`config.mk`:
```
export PLATFORM = sky130hd
export DESIGN_NAME = vga_sync_rx
export DESIGN_NICKNAME = d
export VERILOG_FILES = /design/src/rtl/vga_sync_rx.sv
export SDC_FILE = /design/constraint.sdc
export NUM_CORES = 1
export LEC_CHECK = 0
export CORE_UTILIZATION = 25
export CTS_CLUSTER_SIZE = 25
export DETAILED_ROUTE_END_ITERATION = 6
export HOLD_SLACK_MARGIN = 0.02
export REMOVE_ABC_BUFFERS = 1
export SLEW_MARGIN = 10
export SYNTH_ARGS = -nofsm -noshare
export SYNTH_HDL_FRONTEND = slang
export SYNTH_SLANG_ARGS = --single-unit
```
`constraint.sdc`:
```
create_clock -name clk -period 2.8 [get_ports clk]
set_input_delay 0.56 -clock clk [delete_from_list [all_inputs] [get_ports clk]]
set_output_delay 0.56 -clock clk [all_outputs]
set_load 0.02 [all_outputs]
```
`src/rtl/vga_sync_rx.sv`:
```
// rtl/vga_sync_rx.sv - VGA stream receiver: timing check, lock FSM, x/y/valid and colour regeneration
module vga_sync_rx #(
    parameter int H_VISIBLE   = 640,
    parameter int H_SYNC      = 96,
    parameter int H_BACK      = 48,
    parameter int H_TOTAL     = 800,
    parameter int V_VISIBLE   = 480,
    parameter int V_SYNC      = 2,
    parameter int V_BACK      = 33,
    parameter int V_TOTAL     = 525,
    parameter int LOCK_FRAMES = 2
) (
    input  logic       clk,
    input  logic       rst,
    input  logic       in_R,
    input  logic       in_G,
    input  logic       in_B,
    input  logic       in_hsync,
    input  logic       in_vsync,
    output logic [9:0] x,
    output logic [9:0] y,
    output logic       valid,
    output logic       newline,
    output logic       newframe,
    output logic       out_R,
    output logic       out_G,
    output logic       out_B,
    output logic       locked,
    output logic [7:0] err_count
);

    typedef enum logic [1:0] {ST_SEARCH, ST_MEASURE, ST_LOCKED} state_t;

    localparam logic [9:0] H_LAST = 10'(H_TOTAL - 1);
    localparam logic [9:0] H_TO   = 10'(H_TOTAL);
    localparam logic [9:0] H_SW   = 10'(H_SYNC);
    localparam logic [9:0] H_ACT0 = 10'(H_SYNC + H_BACK);
    localparam logic [9:0] H_ACT1 = 10'(H_SYNC + H_BACK + H_VISIBLE - 1);
    localparam logic [9:0] V_LAST = 10'(V_TOTAL - 1);
    localparam logic [9:0] V_ACT0 = 10'(V_SYNC + V_BACK);
    localparam logic [9:0] V_ACT1 = 10'(V_SYNC + V_BACK + V_VISIBLE - 1);
    localparam int         GW     = $clog2(LOCK_FRAMES + 1);
    localparam logic [GW-1:0] GOOD_LOCK = GW'(LOCK_FRAMES);

    logic [4:0]    s1;          // {R, G, B, hsync, vsync}
    logic [3:0]    s2;          // {R, G, B, hsync}
    logic [9:0]    hcount, vcount, lowcnt;
    logic          seen_edge, vs_line;
    logic [GW-1:0] good, good_nxt;
    state_t        state, state_nxt;
    logic          err_inc, lock_nxt, pix_ok, nl_d, nf_d;
    logic          h_fall, v_start, line_err, frame_ok, h_act, v_act;

    // hcount/vcount describe the pixel currently held in s2
    assign h_fall   = s2[0] & ~s1[1];
    assign v_start  = h_fall & ~s1[0] & vs_line;
    assign line_err = h_fall ? (seen_edge && (hcount != H_LAST || lowcnt != H_SW))
                             : (hcount == H_TO);
    assign frame_ok = (vcount == V_LAST);
    assign h_act    = (hcount >= H_ACT0) && (hcount <= H_ACT1);
    assign v_act    = (vcount >= V_ACT0) && (vcount <= V_ACT1);

    always_ff @(posedge clk or negedge rst) begin
        if (!rst) begin
            s1        <= '1;
            s2        <= '1;
            hcount    <= '0;
            lowcnt    <= '0;
            vcount    <= '0;
            seen_edge <= 1'b0;
            vs_line   <= 1'b1;
        end else begin
            s1 <= {in_R, in_G, in_B, in_hsync, in_vsync};
            s2 <= s1[4:1];
            if (h_fall)
                hcount <= '0;
            else if (hcount != 10'h3FF)
                hcount <= hcount + 10'd1;
            if (h_fall)
                lowcnt <= 10'd1;
            else if (!s1[1] && lowcnt != 10'h3FF)
                lowcnt <= lowcnt + 10'd1;
            if (h_fall) begin
                seen_edge <= 1'b1;
                vs_line   <= s1[0];
            end
            if (v_start)
                vcount <= '0;
            else if (h_fall && vcount != 10'h3FF)
                vcount <= vcount + 10'd1;
        end
    end

    always_ff @(posedge clk or negedge rst) begin
        if (!rst) begin
            state     <= ST_SEARCH;
            good      <= '0;
            err_count <= '0;
        end else begin
            state <= state_nxt;
            good  <= good_nxt;
            if (err_inc && err_count != 8'hFF)
                err_count <= err_count + 8'd1;
        end
    end

    always_comb begin
        state_nxt = state;
        good_nxt  = good;
        err_inc   = 1'b0;
        case (state)
            ST_SEARCH: begin
                good_nxt = '0;
                if (v_start)
                    state_nxt = ST_MEASURE;
            end
            ST_MEASURE: begin
                // a line error outranks a frame pass on the same edge
                if (line_err) begin
                    state_nxt = ST_SEARCH;
                    good_nxt  = '0;
                end else if (v_start) begin
                    if (frame_ok) begin
                        good_nxt = good + GW'(1);
                        if (good + GW'(1) == GOOD_LOCK)
                            state_nxt = ST_LOCKED;
                    end else begin
                        good_nxt = '0;
                    end
                end
            end
            ST_LOCKED: begin
                if (line_err || (v_start && !frame_ok)) begin
                    state_nxt = ST_SEARCH;
                    good_nxt  = '0;
                    err_inc   = 1'b1;
                end
            end
            default: state_nxt = ST_SEARCH;
        endcase
    end

    // pixels and strobes follow the state that governs them, so the
    // error pixel is already invalid and the lock edge already strobes
    always_comb begin
        locked   = (state == ST_LOCKED);
        lock_nxt = (state_nxt == ST_LOCKED);
        pix_ok   = lock_nxt & h_act & v_act;
    end

    always_ff @(posedge clk or negedge rst) begin
        if (!rst) begin
            valid    <= 1'b0;
            x        <= '0;
            y        <= '0;
            out_R    <= 1'b0;
            out_G    <= 1'b0;
            out_B    <= 1'b0;
            nl_d     <= 1'b0;
            nf_d     <= 1'b0;
            newline  <= 1'b0;
            newframe <= 1'b0;
        end else begin
            valid    <= pix_ok;
            x        <= pix_ok ? hcount - H_ACT0 : '0;
            y        <= pix_ok ? vcount - V_ACT0 : '0;
            out_R    <= pix_ok & s2[3];
            out_G    <= pix_ok & s2[2];
            out_B    <= pix_ok & s2[1];
            nl_d     <= h_fall & lock_nxt;
            nf_d     <= v_start & lock_nxt;
            newline  <= nl_d;
            newframe <= nf_d;
        end
    end

endmodule

```
Yosys cells after proc, flatten, opt, wreduce, memory -nomap -nowiden
Index checks and enable logic that the tools add are counted.

storage, ports and cells
  flip-flop bits (word level) = 81
  bits in latches = 0
  RAM bits = 0
  bits in read-only memories = 0
  input port bits = 7
  output and inout port bits = 35
  logic and storage cells = 97
  memories = 0

operators by class
  add/sub/neg operators = 7
  multiply operators = 0
  divide/modulo/power cells = 0
  magnitude comparators = 4
  equality and inequality tests = 14
  shift-type cells = 0
  mux-type cells = 23
  bitwise logic cells = 12
  reductions and logical operators = 17

operators with widths
  operator                                                number
  2-to-1 mux 10 bit                                       8
  inequality test 10 bit, second input constant           4
  adder 10 x 1 -> 10 bit, second input constant           3
  == test 10 bit, second input constant                   2
  less-or-equal comparator 10 bit, second input constant  2
  2-to-1 mux 2 bit                                        10
  one-hot mux 2 bit (3 select lines)                      2
  bitwise AND 1 bit                                       10
  >= comparator 10 x 6 -> 1 bit, second input constant    1
  >= comparator 10 x 8 -> 1 bit, second input constant    1
  inequality test 10 x 7 -> 1 bit, second input constant  1
  subtractor 10 x 6 -> 10 bit, second input constant      1
  subtractor 10 x 8 -> 10 bit, second input constant      1
  adder 8 x 1 -> 8 bit, second input constant             1
  inequality test 8 bit, second input constant            1
  logical AND 1 bit                                       7
  == test 2 bit, second input constant                    3
  nonzero test 2 bit                                      3
  2-to-1 mux 1 bit                                        3
  inequality test 3 bit, second input constant            1
  AND reduction 3 bit                                     1
  nonzero test 3 bit                                      1
  adder 2 x 1 -> 2 bit, second input constant             1
  == test 2 x 1 -> 1 bit, second input constant           1
  other kinds (5)                                         8

Longest topological paths before layout
  depth after elaboration = 12
  mapped depth = 9
  mapped depth without buffers = 7

Least setup slack after synthesis
Ideal clock, no wire load.

  kind = reg2reg
  from = register vcount[0]
  to = register valid
  data arrival time = 2.214 ns
  data required time = 2.674 ns
  setup slack = 0.460 ns
  cell stages (with the launch flop) = 8
  path buffers = 2
  clock period less this slack = 2.340 ns
  path through = dfrtp_1 ha_1 clkbuf_1 o41a_2 or3_2 nand4_1 buf_2 nor2_1

between the ends
  longest elaborated chain between the ends = 9
  elaborated cells between the ends (all ways) = 15
  those cells by class = order compare (2); eq/ne (2); mux (5); bitwise (2); reduce/logical (4)

RTL lines
  what                                RTL line  source
  start, declared                     47        logic [9:0] hcount, vcount, lowcnt;
  start signal, assigned              90        vcount <= vcount + 10'd1;
  == test 10 bit                      59        assign frame_ok = (vcount == V_LAST);
  zero test 1 bit                     133       if (line_err || (v_start && !frame_ok)) begin
  logical AND 1 bit                   133
  logical OR 1 bit                    133
  2-to-1 mux 2 bit                    133
  one-hot mux 2 bit (3 select lines)  111       case (state)
  == test 2 bit                       147       lock_nxt = (state_nxt == ST_LOCKED);
  bitwise AND 1 bit                   148       pix_ok = lock_nxt & h_act & v_act;
  bitwise AND 1 bit (*)               148
  net pix_ok                          51        logic err_inc, lock_nxt, pix_ok, nl_d, nf_d;
  end signal, assigned                164       valid <= pix_ok;
  end, declared                       22        output logic valid,

Mark *: on every way through the listed nets, which the timed path passes. The rest lies on a longest branch.
A chain may end at the register's enable or synchronous reset.

Final worst setup path
  from = register vcount[0]
  to = register y[5]

between the ends
  longest elaborated chain between the ends = 10
  elaborated cells between the ends (all ways) = 17
  those cells by class = add/sub (1); order compare (2); eq/ne (2); mux (6); bitwise (2); reduce/logical (4)

RTL lines
  what                                RTL line  source
  == test 10 bit                      59
  zero test 1 bit                     133
  logical AND 1 bit                   133
  logical OR 1 bit                    133
  2-to-1 mux 2 bit                    133
  one-hot mux 2 bit (3 select lines)  111
  == test 2 bit                       147
  bitwise AND 1 bit (2 in series)     148
  2-to-1 mux 10 bit (*)               166       y <= pix_ok ? vcount - V_ACT0 : '0;
  end signal, assigned                166
  end, declared                       21        output logic [9:0] y,

Mark *: on every way between the ends. The rest lies on a longest branch, timed or not.

==> flow_summary.json <==
{
  "fin_area_um2": 4902,
  "hold_buffers": 0,
  "mostFrequentLayoutCells": "dfrtp_1, clkdlybuf4s50_1, nor2_1, nand2_1, inv_1",
  "die_h_um": 129.5,
  "hold_viol_final": 0,
  "avgSynthCellArea_um2": 10.89,
  "p_sw_mw": 0.8071,
  "vias_per_cell": 4.378,
  "critPathTopFamily": "simple AND/OR/NAND/NOR gates",
  "clock-root-buffer": "clkbuf_16",
  "n_antenna_cell": 0,
  "slew_headroom_pct": 33.26,
  "initial_core_util_pct": 25.57,
  "cts_max_path_buffers": 2,
  "clkLatencyLatePin_ns": 0.34,
  "maxClockFrequency_mhz": 416.0,
  "rsz0062_at_grt": "false",
  "fin_tns_setup_ns": 0,
  "yosys.area.top_type": "dfrtp_1",
  "p_sw_share_pct": 28.47,
  "whs_path_depth": 0,
  "ios": 42,
  "clkTransAtPathRegs_ns": 0.06,
  "path_buf_inv": 1,
  "die_area_um2": 16760,
  "cts_resized": 0,
  "cts_tree": "done",
  "remaining_drc_errors": 0,
  "worstSetupPathType": "reg2reg",
  "synth_top_area_share_pct": 43.75,
  "synth_cell_type_count": 61,
  "cp-start-kind": "flop",
  "required_ns": 3.00,
  "final_cells": 630,
  "rr_endpoint": "y[5]$_DFF_PN0_",
  "grt_pass1_wl_um": 13600,
  "async_flop_share_pct": 100.0,
  "fin_ws_ns": 0.3964,
  "drtIter0Drc": 260,
  "routed_wl_um": 8025,
  "htree_levels": 3,
  "rr_startpoint": "vcount[0]$_DFFE_PN0P_",
  "maxCapViolCount": 0,
  "end_kind": "flop",
  "place_area_um2": 4629,
  "place_ws_ns": 0.3859,
  "slowest_delay_ns": 0.55,
  "post-cts-setup-buffer-count": 0,
  "area_delta_synth_final_pct": 20.70,
  "final.min_clock_period_ns": 2.404,
  "yosys-top-cells-area": "dfrtp_1, dfstp_2, ha_1",
  "hp-start": "nl_d$_DFF_PN0_",
  "grt_overflow": 0,
  "hpwl_um": 5593,
  "critPathSlowestCell": "o41a_2",
  "rows": 46,
  "grt_pass1_vias": 2764,
  "power-per-cell-area_nw_per_um2": 578.3,
  "gp_congestion": 0.8290,
  "clock_power_share_pct": 38.1,
  "final_antenna_net_count": 0,
  "p_seq_share_pct": 48.3,
  "netlist_instances": 373,
  "cellLeakagePower_nw": 2.097,
  "fillCellCount": 1647,
  "crit_fanout": 21,
  "drive_gt1_share_pct": 15.70,
  "status": "finished, final reports clean",
  "antenna_found_initial": 0,
  "rrSetupSlack_ns": 0.40,
  "clock_skew_ns": 0.007336,
  "seq_area_frac_synth_pct": 50.22,
  "final_util_pct": 30.86,
  "peakVddDrop_v": 0.0002681,
  "yosys_warnings": 0,
  "arrival_ns": 2.60,
  "synth_edf_count": 0,
  "synth_ff_type": "dfrtp_1",
  "place_inst": 614,
  "core_area_um2": 15890,
  "finalCritPeriodShare_pct": 85.84,
  "maxSlewViolCount": 0,
  "fin_nets": 430,
  "combinationalPowerShare_pct": 13.6,
  "internal_power_mw": 2.028,
  "track_usage_pct": 10.48,
  "port-buffer-count": 41,
  "worst_pin_slew_ns": 1.001,
  "firstDrtPassIters": 4,
  "finalSetupViolCount": 0,
  "layout_commonest_cell": "dfrtp_1",
  "clock_sinks": 81,
  "grt_max_degree": 82,
  "hold_path_end": "newline$_DFF_PN0_",
  "path_cells": "ha_1 -> o41a_2 -> or3_2 -> nand4_1 -> buf_12 -> nor4_1",
  "syn_area_um2": 4061,
  "min_path_type": "reg2reg",
  "chipWidth_um": 129.5,
  "yosys_register_bits": 81,
  "cts_inserted_buffers": 9,
  "r2r_cells": 6,
  "routedWlPerCell_um": 12.74,
  "vias": 2758
}
==> cells by family after synthesis <==
group                      synth area share (%)
buffers and inverters                     6.438
adders and majority gates                 4.313
xor gates and xnor gates                  7.763
DFF                                       50.22
AOI/OAI and AO/OA                         8.411
and+or+nand+nor                           21.60
muxes                                     1.263
==> worst max path at each step <==
| stage | from | endpoint | depth (start not counted) |
|---|---|---|---|
| floorplan | s2[0]$_DFF_PN1_ | y[5]$_DFF_PN0_ | 5 |
| global placement | vcount[7]$_DFFE_PN0P_ | x[9]$_DFF_PN0_ | 6 |
| detailed placement | hcount[0]$_DFFE_PN0P_ | err_count[5]$_DFFE_PN0P_ | 8 |
| CTS | hcount[0]$_DFFE_PN0P_ | err_count[5]$_DFFE_PN0P_ | 8 |
| global route | hcount[0]$_DFFE_PN0P_ | y[5]$_DFF_PN0_ | 7 |
| finish | vcount[0]$_DFFE_PN0P_ | y[5]$_DFF_PN0_ | 6 |
==> power by group through the flow <==
stage	clock (mW)	combinational [mW]	sequential (mW)
final	1.08	0.386	1.37
after CTS	1.12	0.393	1.37
after floorplan	0	0.289	1.36
after global routing	1.17	0.451	1.38
after global placement	0	0.378	1.38
after detailed placement	0	0.389	1.39
==> cell usage after synthesis, drive strengths merged (2+ instances only) <==
cell type  number
a21oi           8
nor2b           3
nand3           8
xnor2          18
and4            3
xor2           18
dfrtp          71
nor4            3
o41ai           2
nor4bb          2
nand2          25
and3            7
o41a            2
mux2i           4
nand3b          2
o21ai          10
dfstp          10
nand4          11
a2111oi         5
nor3           29
nand2b          2
ha             14
a31oi           4
nor2           35
and4bb          2
or2             2
a311oi          2
buf             7
clkbuf         16
and2            2
or3             5
inv            23
a211oi          3
==> registers in the layout (all words and copies together), names as in the netlist, 2 cells and up <==
| name | count |
|---|---|
| hcount | 10 |
| err_count | 8 |
| good | 2 |
| s1 | 5 |
| x | 10 |
| s2 | 4 |
| state | 2 |
| y | 10 |
| vcount | 10 |
| lowcnt | 10 |
==> layout make-up <==
cell class	count	area, um^2	share of cell area, %
sequential	81	2039	41.60
multi-input combinational	246	1760	35.91
timing repair buffer	48	473.0	9.648
tap	216	270.3	5.513
clock buffer	10	239.0	4.875
inverter	23	86.33	1.761
clock inverter	6	33.78	0.6891
==> layer usage <==
metal / part of all wire [%] / routed length [um] / up-vias / track usage, %
met5: 0 / 0 / - / 0
met4: 1.1 / 87 / 0 / 4.104
met3: 4.3 / 348 / 5 / 3.344
met2: 50 / 4029 / 38 / 17.24
met1: 44 / 3560 / 1358 / 12.75
li1: - / - / 1357 / -
==> per-stage QoR <==
| stage | power (mW) | hold WS, ns |
|---|---|---|
| 3_5_place_dp | 1.776 | 0.3365 |
| 5_1_grt | 3.008 | 0.3452 |
| 6_report | 2.835 | 0.3420 |
| 4_1_cts | 2.880 | 0.3451 |
| 3_3_place_gp | 1.759 | 0.3361 |
| 2_1_floorplan | 1.645 | 0.2644 |
(Power assumes the default switching activity.)
==> RTL edit 1: new RTL, config.mk and constraints unchanged <==
Re-encode `state_t` (3 states) as one-hot, 3 bits wide.
--- a/src/rtl/vga_sync_rx.sv
+++ b/src/rtl/vga_sync_rx.sv
@@ -29,7 +29,7 @@
     output logic [7:0] err_count
 );
 
-    typedef enum logic [1:0] {ST_SEARCH, ST_MEASURE, ST_LOCKED} state_t;
+    typedef enum logic [2:0] {ST_SEARCH = 3'b001, ST_MEASURE = 3'b010, ST_LOCKED = 3'b100} state_t;
 
     localparam logic [9:0] H_LAST = 10'(H_TOTAL - 1);
     localparam logic [9:0] H_TO   = 10'(H_TOTAL);
Behaviour: same outputs for any inputs over 10 cycles, from zero or initial values and one cycle with rst low; not proved beyond that.
==> RTL edit 1 against the original RTL <==
- power increased by 0.31%
- first-iteration DRC count is 46% lower
- critical path type is now reg -> out
- non-clock buffer count stayed put
- die area rose by 1.2%
- area after synthesis increased by 1.2%
- setup slack worse by 0.30 ns
- utilization is 0.61 points higher
- routed wire length is 0.69% higher
- combinational power is 4% lower
- design area rose by 2.3%
- via count is 5.3% higher
- sequential cell count grew 1
==> RTL edit 1: results (changes against the original RTL) <==
Status:
- The flow ran to the end, and the final reports show no timing, DRC or antenna violations.

Critical path:
- The top fanout value on the critical path is 7 (-67%).
- The required time at the endpoint of the critical path is 2.24 ns (-0.76 ns).

Placement:
- The port buffer count is 41 (unchanged).
- The worst setup slack before clock tree synthesis is 0.3481 ns (-0.03785 ns).
- The last weighted congestion value of the routability-driven placer is 0.7724 (-6.8%).
- The detailed-placement wirelength estimate is 5692 um (+1.8%).

Global route:
- The via count of the first global-routing pass was 2991 (+8.2%).
- The wire length of the first global-routing pass is 13940 um (+2.5%).
- The met2 track demand over resource in global routing is 17.33% (+0.098 points).
- The overall global routing resource usage is 10.51% (+0.033 points).
- The routing usage on met1 came to 12.68% (-0.070 points).
- The routing usage on met3 is 2.747% (-0.60 points).
- The largest net degree at the start of global routing is 55 (-33%).

Logic synthesis:
- The adder-cell share of the synthesized area is 4.262% (-0.051 points).
- The number of warnings printed during yosys synthesis is 0 (unchanged).
- The sequential element share of the synthesized area was 50.26% (about the same).
- The multiplexer share of the synthesized area was 1.096% (-0.17 points).
- The share of the synthesized netlist area taken by xor and xnor gates was 7.884% (+0.12 points).
- The number of distinct library cells after synthesis is 52 (-15%).
- In the post-synthesis netlist, the biggest area contributors are sky130_fd_sc_hd__dfrtp_1 (43%), sky130_fd_sc_hd__dfstp_2 (7.0%), sky130_fd_sc_hd__ha_1 (4.3%).
- The fraction of the mapped netlist area in compound gates is 7.732% (-0.68 points).
- The commonest cells after synthesis are sky130_fd_sc_hd__dfrtp_1 (71), sky130_fd_sc_hd__nor2_1 (40), sky130_fd_sc_hd__nand2_1 (24).

Drt:
- The detailed router's first-iteration violation count was 140 (-46%).
- The first-pass detailed-route iteration total is 4 (unchanged).
- The total length of routed wires came to 8080 um (+0.69%).
- The detail-routed via count per cell is 4.497 (+2.7%).

Final layout:
- The total inserted antenna cells is 0 (unchanged).
- The total number of nets in the final design was 446 (+3.7%).
- The fraction of layout cells with a size suffix above 1 is 15.35% (-0.35 points).
- The number of fillers in the final layout is 1611 (-2.2%).

CTS:
- The clock latency reported for the late side of the worst-skew pair is 0.34 ns (about the same).
- The total setup buffers inserted after CTS is 0 (unchanged).

Power:
- The peak ir drop on the vdd network was 0.2703 mV (+0.80%).
- The standby leakage power is 2.088 nW (-0.45%).

Worst hold path:
- The type of the worst min-delay path is in -> async.

Timing:
- The worst setup skew after layout is 0.006563 ns (-0.0007726 ns).
- The transition time at the pin with the least slew margin is 0.8486 ns (-0.1525 ns).
## RTL edit 1: cell type report
class                      instances  area share (%)
timing repair buffer              48           9.426
clock buffer                      11           4.838
sequential                        82           41.17
inverter                          20           1.496
multi-input combinational        264           37.11
tap                              216           5.387
clock inverter                     5          0.5736
## RTL edit 1: path summary, 6_finish.rpt
kind	start	end	slack, ns	cells past startpoint
worst max-delay path	state[2]$_DFF_PN0_	locked	0.09	3
worst min-delay path	rst	out_R$_DFF_PN0_	0.27	1
worst max register to register	hcount[0]$_DFFE_PN0P_	x[7]$_DFF_PN0_	0.33	8
worst min register to register	s1[3]$_DFF_PN1_	s2[2]$_DFF_PN1_	0.35	0
max in group asynchronous	rst	state[0]$_DFF_PN1_	1.85	2
min in group clk	s1[3]$_DFF_PN1_	s2[2]$_DFF_PN1_	0.35	0
## RTL edit 1: metal layers
layer	up-vias	wire (um)
met5	-	0
met4	0	155
met3	14	254
met2	35	3968
met1	1452	3702
li1	1404	-
## RTL edit 1: power by group
group          leakage, nW  internal (mW)  switching [mW]
sequential            1.09           1.27           0.127
combinational        0.861          0.160           0.211
clock                0.139          0.621           0.458
total                 2.09           2.05           0.796
## RTL edit 1: per-stage QoR
step	util, %	power (mW)	instance area, um^2	std cells
finish	31.47	2.844	5017	646
global route	31.47	2.995	5017	646
CTS	31.47	2.888	5017	646
detailed placement	29.77	1.782	4746	630
global placement	29.77	1.770	4746	630
floorplan	-	1.655	3993	366
## RTL edit 1: cells by family (layout without fill, tap and decap cells)
| family | after synthesis | count (layout) |
|---|---|---|
| xor+xnor | 37 | 37 |
| fa+ha+maj | 14 | 14 |
| simple gates | 167 | 167 |
| mux | 4 | 4 |
| buf+inv | 40 | 84 |
| compound gates | 42 | 42 |
| flops | 82 | 82 |
## RTL edit 1: critical path: stages, from the launching register on
cell and delay (ns):
sky130_fd_sc_hd__dfrtp_1 0.45, sky130_fd_sc_hd__or3b_2 0.52, sky130_fd_sc_hd__inv_1 0.20, sky130_fd_sc_hd__clkdlybuf4s50_1 0.64
==> RTL edit 2: new RTL, config.mk and constraints unchanged <==
Made on the original files. Change the parameter `LOCK_FRAMES` from 2 to 8.
--- a/src/rtl/vga_sync_rx.sv
+++ b/src/rtl/vga_sync_rx.sv
@@ -8,7 +8,7 @@
     parameter int V_SYNC      = 2,
     parameter int V_BACK      = 33,
     parameter int V_TOTAL     = 525,
-    parameter int LOCK_FRAMES = 2
+    parameter int LOCK_FRAMES = 8
 ) (
     input  logic       clk,
     input  logic       rst,
Formal check against the unedited RTL: same outputs for any inputs over 10 cycles, from zero or initial values and one cycle with rst low; that may be too few to reach the edited logic, so the function may still have changed.
==> RTL edit 2 against the original RTL <==
- routed wire length rose by 3.8%
- worst hold slack got worse by 0.085 ns
- cell count rose by 4.0%
- sequential cell count rose by 2
- design area rose by 5.9%
- area after synthesis rose by 2.3%
- clock power rose by 17%
- setup slack got worse by 0.21 ns
- power rose by 7.5%
==> RTL edit 2: results (changes against the original RTL) <==
Critical path:
- The worst stage delay on the critical path is about 0.54 ns.
- Among cell families on the critical path, the largest total delay comes from simple AND/OR/NAND/NOR gates.
- The top fanout value on the critical path came to 27 (+29%).

Status:
- The flow ran to the end, and the final reports show no timing, DRC or antenna violations.

CTS:
- CTS placed an instance of sky130_fd_sc_hd__clkbuf_16 at the clock tree root.
- The number of levels the H-tree was split into was 3 (unchanged).

Final layout:
- The total number of nets in the final design is 455 (+5.8%).
- The number of fillers in the final layout is 1608 (-2.4%).
- The final standard cell count with taps included and fillers excluded is 655 (+4.0%).
- The fraction of layout cells with a size suffix above 1 is 15.03% (-0.67 points).

Logic synthesis:
- Counting instances in the post-synthesis netlist gives the leading cell types as sky130_fd_sc_hd__dfrtp_1 (73), sky130_fd_sc_hd__nor2_1 (41), sky130_fd_sc_hd__nand2_1 (31).
- The post-synthesis cell count is 391 (+4.8%).
- After synthesis, the cell types taking the most area are sky130_fd_sc_hd__dfrtp_1 (44%), sky130_fd_sc_hd__dfstp_2 (6.3%), sky130_fd_sc_hd__ha_1 (4.2%).
- The sequential element share of the synthesized area was 50.27% (+0.055 points).
- The number of distinct library cells after synthesis is 59 (-3.3%).

Global route:
- The routing usage on met1 is 14.28% (+1.5 points).
- The via count of the first global-routing pass was 2936 (+6.2%).
- The routing usage on met3 is 2.932% (-0.41 points).
- The initial antenna violation count is 0 (unchanged).
- The wire length of the first global-routing pass is 14460 um (+6.3%).
- The largest net degree at the start of global routing is 84 (+2.4%).
- The overall global routing resource usage was 10.96% (+0.49 points).
- The met2 track demand over resource in global routing is 17.34% (+0.10 points).

Timing:
- The worst setup skew after layout is 0.009565 ns (+0.002229 ns).
- The transition time at the pin with the least slew margin is 0.6753 ns (-0.3258 ns).

Worst hold path:
- The worst hold path belongs to the class in -> async.

Placement:
- The last weighted congestion value of the routability-driven placer was 0.8232 (-0.70%).
- The detailed-placement wirelength estimate came to 5766 um (+3.1%).
- The worst setup slack before clock tree synthesis is 0.2234 ns (-0.1626 ns).
- The placed cell area is 0.004868 mm^2 (+5.2%).

Drt:
- The routed wire length per instance came to 12.72 um (-0.14%).
- The detail-routed via count per cell is 4.569 (+4.4%).
- The first-pass detailed-route iteration total is 5 (+1).

Power:
- The peak ir drop on the vdd network came to 0.3235 mV (+21%).
-- RTL edit 2: layout make-up --
type                            instances  area share [%]
Timing Repair Buffer                   52           10.17
Multi-Input combinational cell        272           37.00
Clock buffer                           12           4.748
Inverter                               16           1.157
Sequential cell                        83           40.25
Tap cell                              216           5.206
Clock inverter                          4           1.470
-- RTL edit 2: per-layer routing --
layer  routed length (um)  vias up
met5                    0        -
met4                  120        0
met3                  365       11
met2                 3778       64
met1                 4067     1463
li1                     -     1455
-- RTL edit 2: where the power goes --
part           leakage (nW)  switching, mW  internal (mW)
Clock                 0.153          0.452          0.807
Combinational         0.942          0.221          0.164
Sequential             1.10          0.122           1.28
-- RTL edit 2: cells by family after synthesis --
family	share of synthesized area [%]
flip-flops	50.27
XOR/XNOR	7.375
buffers and inverters	3.672
multiplexers	1.084
adder cells (fa/ha/maj)	4.214
AND/OR/NAND/NOR	24.95
AO/OA/AOI/OAI	8.429
-- RTL edit 2: worst paths after layout --
path / slack (ns) / from / endpoint / cells past startpoint
setup reg to reg: 0.18 / hcount[5]$_DFFE_PN0P_ / y[5]$_DFF_PN0_ / 8
hold reg to reg: 0.35 / nl_d$_DFF_PN0_ / newline$_DFF_PN0_ / 0
max in group asynchronous: 2.19 / rst / s1[0]$_DFF_PN1_ / 2
setup / recovery: 0.18 / hcount[5]$_DFFE_PN0P_ / y[5]$_DFF_PN0_ / 8
hold / removal: 0.26 / rst / out_B$_DFF_PN0_ / 2
min in group clk: 0.35 / nl_d$_DFF_PN0_ / newline$_DFF_PN0_ / 0
-- RTL edit 2: timing repair --
action,in CTS,in global routing
endpoints found under the setup margin,0,1
hold buffers,0,0
resized for setup,0,0
-- RTL edit 2: through the flow --
stage | utilization [%] | power [mW]
2_1_floorplan | - | 1.669
3_3_place_gp | 30.32 | 1.799
3_5_place_dp | 30.32 | 1.808
4_1_cts | 32.33 | 3.102
5_1_grt | 32.33 | 3.224
6_report | 32.33 | 3.047
